<file path="src/rtl/zigzag_rlc_pkg.sv">
// rtl/zigzag_rlc_pkg.sv - shared constants, state encoding and zigzag LUT for zigzag_rlc
package zigzag_rlc_pkg;

    localparam int CW_DEF    = 11;
    localparam int RUNW_DEF  = 4;
    localparam int SIZEW_DEF = 4;
    localparam int ZRL_RUN   = 15;
    localparam int ZRL_SPAN  = 16;

    typedef enum logic [2:0] {
        ST_IDLE,
        ST_DC,
        ST_SCAN,
        ST_EOB,
        ST_DRAIN
    } state_t;

    // Zigzag position -> raster index (row*8+col).
    localparam logic [5:0] ZZ_LUT [64] = '{
        6'd0,  6'd1,  6'd8,  6'd16, 6'd9,  6'd2,  6'd3,  6'd10,
        6'd17, 6'd24, 6'd32, 6'd25, 6'd18, 6'd11, 6'd4,  6'd5,
        6'd12, 6'd19, 6'd26, 6'd33, 6'd40, 6'd48, 6'd41, 6'd34,
        6'd27, 6'd20, 6'd13, 6'd6,  6'd7,  6'd14, 6'd21, 6'd28,
        6'd35, 6'd42, 6'd49, 6'd56, 6'd57, 6'd50, 6'd43, 6'd36,
        6'd29, 6'd22, 6'd15, 6'd23, 6'd30, 6'd37, 6'd44, 6'd51,
        6'd58, 6'd59, 6'd52, 6'd45, 6'd38, 6'd31, 6'd39, 6'd46,
        6'd53, 6'd60, 6'd61, 6'd54, 6'd47, 6'd55, 6'd62, 6'd63
    };

    function automatic logic [5:0] zz_raster(input logic [5:0] k);
        return ZZ_LUT[k];
    endfunction

endpackage

</file>
<file path="src/rtl/zigzag_rlc_vli_enc.sv">
// rtl/zigzag_rlc_vli_enc.sv - combinational signed value to JPEG (size, amplitude) encoder
module zigzag_rlc_vli_enc #(
    parameter int W     = 11,
    parameter int SIZEW = 4
) (
    input  logic signed [W-1:0]     val_i,
    output logic        [SIZEW-1:0] size_o,
    output logic        [W-1:0]     amp_o
);

    logic [W-1:0] mag;
    logic [W-1:0] mask;
    logic         seen;

    always_comb begin
        mag    = val_i[W-1] ? (~val_i + 1'b1) : val_i;
        size_o = '0;
        mask   = '0;
        seen   = 1'b0;
        for (int i = W - 1; i >= 0; i--) begin
            seen    = seen | mag[i];
            mask[i] = seen;
        end
        for (int i = 0; i < W; i++) begin
            if (mag[i]) begin
                size_o = SIZEW'(i + 1);
            end
        end
        // Negative values send the ones' complement of |v| over size bits.
        amp_o = val_i[W-1] ? (~mag & mask) : mag;
    end

endmodule

</file>
<file path="src/rtl/zigzag_rlc.sv">
// rtl/zigzag_rlc.sv - 8x8 block zigzag scanner and JPEG DC/AC run-length symbol generator
module zigzag_rlc
    import zigzag_rlc_pkg::*;
#(
    parameter int CW    = CW_DEF,
    parameter int RUNW  = RUNW_DEF,
    parameter int SIZEW = SIZEW_DEF
) (
    input  logic             clk_i,
    input  logic             srst_i,
    input  logic             dc_clear_i,
    input  logic             in_valid_i,
    output logic             in_ready_o,
    input  logic [64*CW-1:0] coef_i,
    output logic             out_valid_o,
    input  logic             out_ready_i,
    output logic             out_is_dc_o,
    output logic [RUNW-1:0]  out_run_o,
    output logic [SIZEW-1:0] out_size_o,
    output logic [CW-1:0]    out_amp_o,
    output logic             out_last_o
);

    localparam logic signed [CW+1:0] SAT_HI = (CW+2)'((1 << CW) - 1);
    localparam logic signed [CW+1:0] SAT_LO = -SAT_HI;

    state_t state_q, state_d;
    logic signed [CW-1:0] coef_q [64];
    logic [5:0]           k_q, k_d;
    logic [5:0]           run_q, run_d;
    logic signed [CW-1:0] pred_q, pred_d;
    logic                 out_valid_q, out_valid_d;
    logic                 out_is_dc_q, out_is_dc_d;
    logic [RUNW-1:0]      out_run_q, out_run_d;
    logic [SIZEW-1:0]     out_size_q, out_size_d;
    logic [CW-1:0]        out_amp_q, out_amp_d;
    logic                 out_last_q, out_last_d;

    logic                 accept;
    logic                 can_load;
    logic signed [CW-1:0] cur;
    logic signed [CW-1:0] dc_coef;
    logic signed [CW-1:0] pred_eff;
    logic signed [CW+1:0] dc_wide;
    logic signed [CW:0]   dc_diff;
    logic [SIZEW-1:0]     dc_size, ac_size;
    logic [CW:0]          dc_amp;
    logic [CW-1:0]        ac_amp;

    assign in_ready_o = (state_q == ST_IDLE);
    assign accept     = in_ready_o & in_valid_i;
    assign can_load   = ~out_valid_q | out_ready_i;
    assign cur        = coef_q[zz_raster(k_q)];

    // DC difference is formed straight from the input bus so the symbol is ready one cycle after accept.
    assign dc_coef  = coef_i[63*CW +: CW];
    assign pred_eff = dc_clear_i ? '0 : pred_q;
    assign dc_wide  = {{2{dc_coef[CW-1]}}, dc_coef} - {{2{pred_eff[CW-1]}}, pred_eff};

    always_comb begin
        if (dc_wide > SAT_HI) begin
            dc_diff = SAT_HI[CW:0];
        end else if (dc_wide < SAT_LO) begin
            dc_diff = SAT_LO[CW:0];
        end else begin
            dc_diff = dc_wide[CW:0];
        end
    end

    zigzag_rlc_vli_enc #(.W(CW + 1), .SIZEW(SIZEW)) u_dc_vli (
        .val_i  (dc_diff),
        .size_o (dc_size),
        .amp_o  (dc_amp)
    );

    zigzag_rlc_vli_enc #(.W(CW), .SIZEW(SIZEW)) u_ac_vli (
        .val_i  (cur),
        .size_o (ac_size),
        .amp_o  (ac_amp)
    );

    always_ff @(posedge clk_i) begin
        if (accept) begin
            for (int r = 0; r < 64; r++) begin
                coef_q[r] <= coef_i[(63-r)*CW +: CW];
            end
        end
    end

    always_comb begin
        state_d     = state_q;
        k_d         = k_q;
        run_d       = run_q;
        pred_d      = pred_q;
        out_valid_d = out_valid_q;
        out_is_dc_d = out_is_dc_q;
        out_run_d   = out_run_q;
        out_size_d  = out_size_q;
        out_amp_d   = out_amp_q;
        out_last_d  = out_last_q;
        case (state_q)
            ST_IDLE: begin
                if (in_valid_i) begin
                    if (dc_clear_i) begin
                        pred_d = '0;
                    end
                    out_valid_d = 1'b1;
                    out_is_dc_d = 1'b1;
                    out_run_d   = '0;
                    out_size_d  = dc_size;
                    out_amp_d   = CW'(dc_amp);
                    out_last_d  = 1'b0;
                    k_d         = '0;
                    run_d       = '0;
                    state_d     = ST_DC;
                end
            end
            ST_DC: begin
                if (out_ready_i) begin
                    pred_d      = coef_q[0];
                    k_d         = 6'd1;
                    out_valid_d = 1'b0;
                    state_d     = ST_SCAN;
                end
            end
            ST_SCAN: begin
                if (can_load) begin
                    out_valid_d = 1'b0;
                    out_is_dc_d = 1'b0;
                    out_last_d  = 1'b0;
                    if (cur == '0) begin
                        run_d = run_q + 6'd1;
                        if (k_q == 6'd63) begin
                            state_d = ST_EOB;
                        end else begin
                            k_d = k_q + 6'd1;
                        end
                    end else if (run_q >= 6'(ZRL_SPAN)) begin
                        out_valid_d = 1'b1;
                        out_run_d   = RUNW'(ZRL_RUN);
                        out_size_d  = '0;
                        out_amp_d   = '0;
                        run_d       = run_q - 6'(ZRL_SPAN);
                    end else begin
                        out_valid_d = 1'b1;
                        out_run_d   = RUNW'(run_q);
                        out_size_d  = ac_size;
                        out_amp_d   = ac_amp;
                        out_last_d  = (k_q == 6'd63);
                        run_d       = '0;
                        if (k_q == 6'd63) begin
                            state_d = ST_DRAIN;
                        end else begin
                            k_d = k_q + 6'd1;
                        end
                    end
                end
            end
            ST_EOB: begin
                if (can_load) begin
                    out_valid_d = 1'b1;
                    out_is_dc_d = 1'b0;
                    out_run_d   = '0;
                    out_size_d  = '0;
                    out_amp_d   = '0;
                    out_last_d  = 1'b1;
                    run_d       = '0;
                    state_d     = ST_DRAIN;
                end
            end
            ST_DRAIN: begin
                if (out_ready_i) begin
                    out_valid_d = 1'b0;
                    k_d         = '0;
                    state_d     = ST_IDLE;
                end
            end
            default: begin
                state_d = ST_IDLE;
            end
        endcase
    end

    always_ff @(posedge clk_i) begin
        if (srst_i) begin
            state_q     <= ST_IDLE;
            k_q         <= '0;
            run_q       <= '0;
            pred_q      <= '0;
            out_valid_q <= 1'b0;
            out_is_dc_q <= 1'b0;
            out_run_q   <= '0;
            out_size_q  <= '0;
            out_amp_q   <= '0;
            out_last_q  <= 1'b0;
        end else begin
            state_q     <= state_d;
            k_q         <= k_d;
            run_q       <= run_d;
            pred_q      <= pred_d;
            out_valid_q <= out_valid_d;
            out_is_dc_q <= out_is_dc_d;
            out_run_q   <= out_run_d;
            out_size_q  <= out_size_d;
            out_amp_q   <= out_amp_d;
            out_last_q  <= out_last_d;
        end
    end

    assign out_valid_o = out_valid_q;
    assign out_is_dc_o = out_is_dc_q;
    assign out_run_o   = out_run_q;
    assign out_size_o  = out_size_q;
    assign out_amp_o   = out_amp_q;
    assign out_last_o  = out_last_q;

endmodule

</file>
<file path="config.mk">
export PLATFORM = sky130hd
export DESIGN_NAME = zigzag_rlc
export DESIGN_NICKNAME = d
export VERILOG_FILES = /design/src/rtl/zigzag_rlc_pkg.sv /design/src/rtl/zigzag_rlc_vli_enc.sv /design/src/rtl/zigzag_rlc.sv
export SDC_FILE = /design/constraint.sdc
export NUM_CORES = 1
export LEC_CHECK = 0
export CORE_UTILIZATION = 28
export CTS_CLUSTER_DIAMETER = 100
export CTS_CLUSTER_SIZE = 20
export DETAILED_ROUTE_END_ITERATION = 10
export MAX_ROUTING_LAYER = met4
export PLACE_DENSITY = 0.58
export REMOVE_ABC_BUFFERS = 1
export SKIP_CTS_REPAIR_TIMING = 1
export SLEW_MARGIN = 20
export SYNTH_ARGS = -nofsm -noshare
export SYNTH_HDL_FRONTEND = slang
export SYNTH_SLANG_ARGS = --single-unit
</file>
<file path="constraint.sdc">
create_clock -name clk_i -period 62.4 [get_ports clk_i]
set_input_delay 9.36 -clock clk_i [delete_from_list [all_inputs] [get_ports clk_i]]
set_output_delay 9.36 -clock clk_i [all_outputs]
set_load 0.005 [all_outputs]
</file>
==> results by group <==
Floorplan
  • CORE AREA: 116,000 um2
  • Std cell rows: 125
  • Die H: 345 um
  • Effective utilization at floorplan: 0.283
  • Chip width: 345 um
  • Total Die Area: 119,000 um2
  • I/O pins: 732

CTS
  • Clock Root Buffer: clkbuf_16
  • Worst-path clk slew: 90 ps
  • CTS sink count: 752
  • Worst-skew pair later-pin latency: 650 ps
  • CTS tree: built
  • CTS Buf Count: 48
  • Clock buffer depth: 3
  • H-tree levels: 2

Final layout
  • Layout Nets: 3,815
  • Layout cell share with drive strength beyond 1: 0.0678
  • Post-route cell area: 43,400 um2
  • Area Growth Syn to Fin: 31.7%
  • Final Util: 0.373

GRT
  • Initial antenna violation count: 56
  • Overall fraction of global-route tracks in use: 0.206
  • Largest net degree at the start of global routing: 94
  • Vias in the first global route: 23,400
  • First-pass GRT wire length: 171 mm
  • GR Overflow Total: 0

Synth
  • Synth warn: 0
  • Sequential-to-total area share from yosys stat: 0.671
  • Post-synth EDFFs: 704
  • Yosys top cell area share: 0.642
  • Largest cells by area after synthesis: edfxtp_1 64%, nand2_1 3.4%, dfxtp_1 2.9%, mux2i_1 2.7%, a211oi_1 2.3%
  • Syn Area/Cell: 13.8 um2
  • Post-synthesis register bit count: 752
  • Dominant synthesized flop cell: edfxtp_1
  • Synth cell types: 101
  • Synthesized cell area: 32,900 um2
  • FFs w/ async S/R, synth: 0
  • Post-Syn Instances: 2,395
  • Yosys top cell by area: edfxtp_1

Timing
  • Max-slew violations: 0
  • Hold Vio Cnt, Final: 0
  • Setup violations, final: 0
  • Worst-Margin Slew: 1120 ps
  • Setup TNS Final: 0 ps
  • Max-slew headroom at the worst pin: 0.248
  • Min Tclk post-route: 16,170 ps
  • Peak Freq: 0.0618 GHz
  • RSZ-0062 raised after global routing: no
  • Crit share post-route: 0.259
  • Clock Skew: 33.8 ps

Setup path
  • Worst reg2reg setup slack: 54,410 ps
  • Crit path from: dc_clear_i
  • CP endpoint kind: flip-flop
  • Worst-path maximum fanout: 22
  • Crit Path Class: input port to flip-flop
  • FF-to-FF Start: k_q[0]
  • Worst Setup EP: out_amp_o[1]
  • Worst Path Required: 62,940 ps
  • CP Launch Type: input port
  • R2R Path End: k_q[3]
  • R2R cell count: 20
  • WP data arrival: 16,710 ps

Routing
  • Vias per cell: 5.06
  • Final WL: 124 mm
  • TritonRoute pass-1 iters: 5
  • Routed Antenna Nets: 0
  • Drt drc: 0
  • Iter 0 DRT Violations: 2,070
  • Vias: 23,600
  • Wire per inst: 26.5 um

Outcome
  • Status: completed

Placed design
  • RePlAce Congestion: 0.856
  • Post-DP HPWL: 90.9 mm
  • PortBufs: 731
  • Placed Area: 41,800 um2

Power
  • Part of the power in registers: 0.462
  • Sw Share: 0.369
  • Internal Power: 1.19 mW
  • Comb power frac: 0.361
  • Maximum VDD drop: 0.0259 mV
  • Leakage: 14.6 nW
  • Cell Pwr Density: 43.4 nW/um2
  • Switching power: 0.695 mW
  • Clock network fraction of design power: 0.176

Worst hold path
  • Min-delay worst type: flip-flop to flip-flop

Run
  • Max-cap viol count: 0
-- power groups by stage --
| stage | Sequential, mW | Clock [mW] | Combinational [mW] |
|---|---|---|---|
| 6_report | 0.870 | 0.331 | 0.680 |
| 5_1_grt | 0.889 | 0.357 | 0.740 |
| 4_1_cts | 0.873 | 0.342 | 0.688 |
| 3_5_place_dp | 0.884 | 0 | 0.686 |
| 3_3_place_gp | 0.879 | 0 | 0.681 |
| 2_1_floorplan | 1.15 | 0 | 0.408 |
-- routing by layer --
metal  track usage  vias to the layer above  wire [um]
met5             -                        -          0
met4        0.0731                        0       3260
met3        0.0472                      138       8310
met2         0.335                      862      61100
met1         0.251                    11800      51000
li1              -                    10800          -
-- area by class of cell --
| cell class | count | area [um2] |
|---|---|---|
| clock inverters | 11 | 144 |
| flip-flops and latches | 752 | 22100 |
| repair buffers | 785 | 7750 |
| fillers | 11200 | 73000 |
| clock buffers | 63 | 1310 |
| well taps | 1524 | 1910 |
| inverters | 29 | 109 |
| multi-input cells | 1456 | 9970 |
| diodes | 45 | 113 |
-- state kept, by name, indices dropped and copies added, names as in the netlist --
name / flops
state_q: 3
k_q: 6
out_run_o: 4
out_valid_o: 1
run_q: 6
pred_q: 11
out_is_dc_o: 1
coef_q: 704
out_last_o: 1
out_amp_o: 11
out_size_o: 4
-- cell usage after synthesis (all sizes together) (29+ instances only) --
cell and number:
a211oi 99, a21oi 92, a31oi 49, a32oi 32, and3 91, buf 93, clkbuf 65, dfxtp 48
edfxtp 704, ha 33, inv 29, mux2i 88, nand2 302, nand3 60, nor2 94, nor3 34
o21ai 72
-- critical path, cell delays in order --
cell             delay (ps)
clkdlybuf4s50_1         600
nor2b_1                 190
ha_1                    180
inv_1                    60
fa_1                    460
a21o_1                  190
a21o_1                  230
a21o_1                  210
a2111o_1                470
and3_1                  230
o211ai_1                490
nand2b_1                210
nand2b_1                170
nand2b_1                 80
ha_2                    570
nor2b_1                 170
ha_1                    350
o21a_1                  180
and3_1                  170
or2_2                   280
a211oi_1                490
o21ai_1                 390
nor3_1                  300
o31ai_1                 100
a21oi_1                 220
nand2_1                  80
o31a_1                  270
-- cell usage in the layout (no fill, tap or decap), types with 10 or more instances in the layout --
cell type,instances
clkbuf_1,12
buf_4,52
a211oi_1,99
a21oi_1,88
o21a_1,11
nor2b_1,19
nand2_1,299
diode_2,45
nor3_1,31
a32oi_1,31
a221oi_1,10
or3_1,10
o211ai_1,12
a31oi_1,49
a2111oi_0,10
clkdlybuf4s50_1,731
ha_1,32
mux2i_1,88
nand3_1,58
edfxtp_1,704
nand2b_1,26
o22ai_1,16
inv_1,28
dfxtp_1,48
a32o_1,14
o221ai_1,15
clkbuf_16,50
o21ai_0,69
a311oi_1,17
mux4_2,26
a22oi_1,20
and3_1,90
mux2_2,12
nor2_1,88
nand4_1,12
o31ai_1,11
-- cells by family (layout without fill, tap and decap cells) --
logic type      Yosys count  count (layout)  synth area share
xor+xnor                 17              17           0.00452
other cells               0              45                 0
compound gates          572             572             0.127
simple gates            707             707             0.105
flops                   752             752             0.671
buf+inv                 187             888            0.0304
mux                     126             126            0.0486
fa+ha+maj                34              34            0.0131
-- metrics by stage --
stage                     hold slack (ps)  instances  worst slack [ps]  total power [mW]
after global routing                  471       4665             45720              1.99
after CTS                             462       4619             46080              1.90
after global placement                444       4545             45420              1.56
final                                 461       4665             46230              1.88
after detailed placement              450       4545             45350              1.57
after floorplan                       442       2237             21580              1.56
-- worst min-delay path by stage --
stage | start | endpoint | slack (ps) | cells after the start
6_report | out_run_o[1] | out_run_o[1] | 460 | 2
3_5_place_dp | out_run_o[3] | out_run_o[3] | 450 | 2
3_3_place_gp | out_run_o[2] | out_run_o[2] | 440 | 2
2_1_floorplan | out_run_o[0] | out_run_o[0] | 440 | 2
5_1_grt | out_run_o[2] | out_run_o[2] | 470 | 2
4_1_cts | out_run_o[3] | out_run_o[3] | 460 | 2
Power figures use the tool's default switching activity.
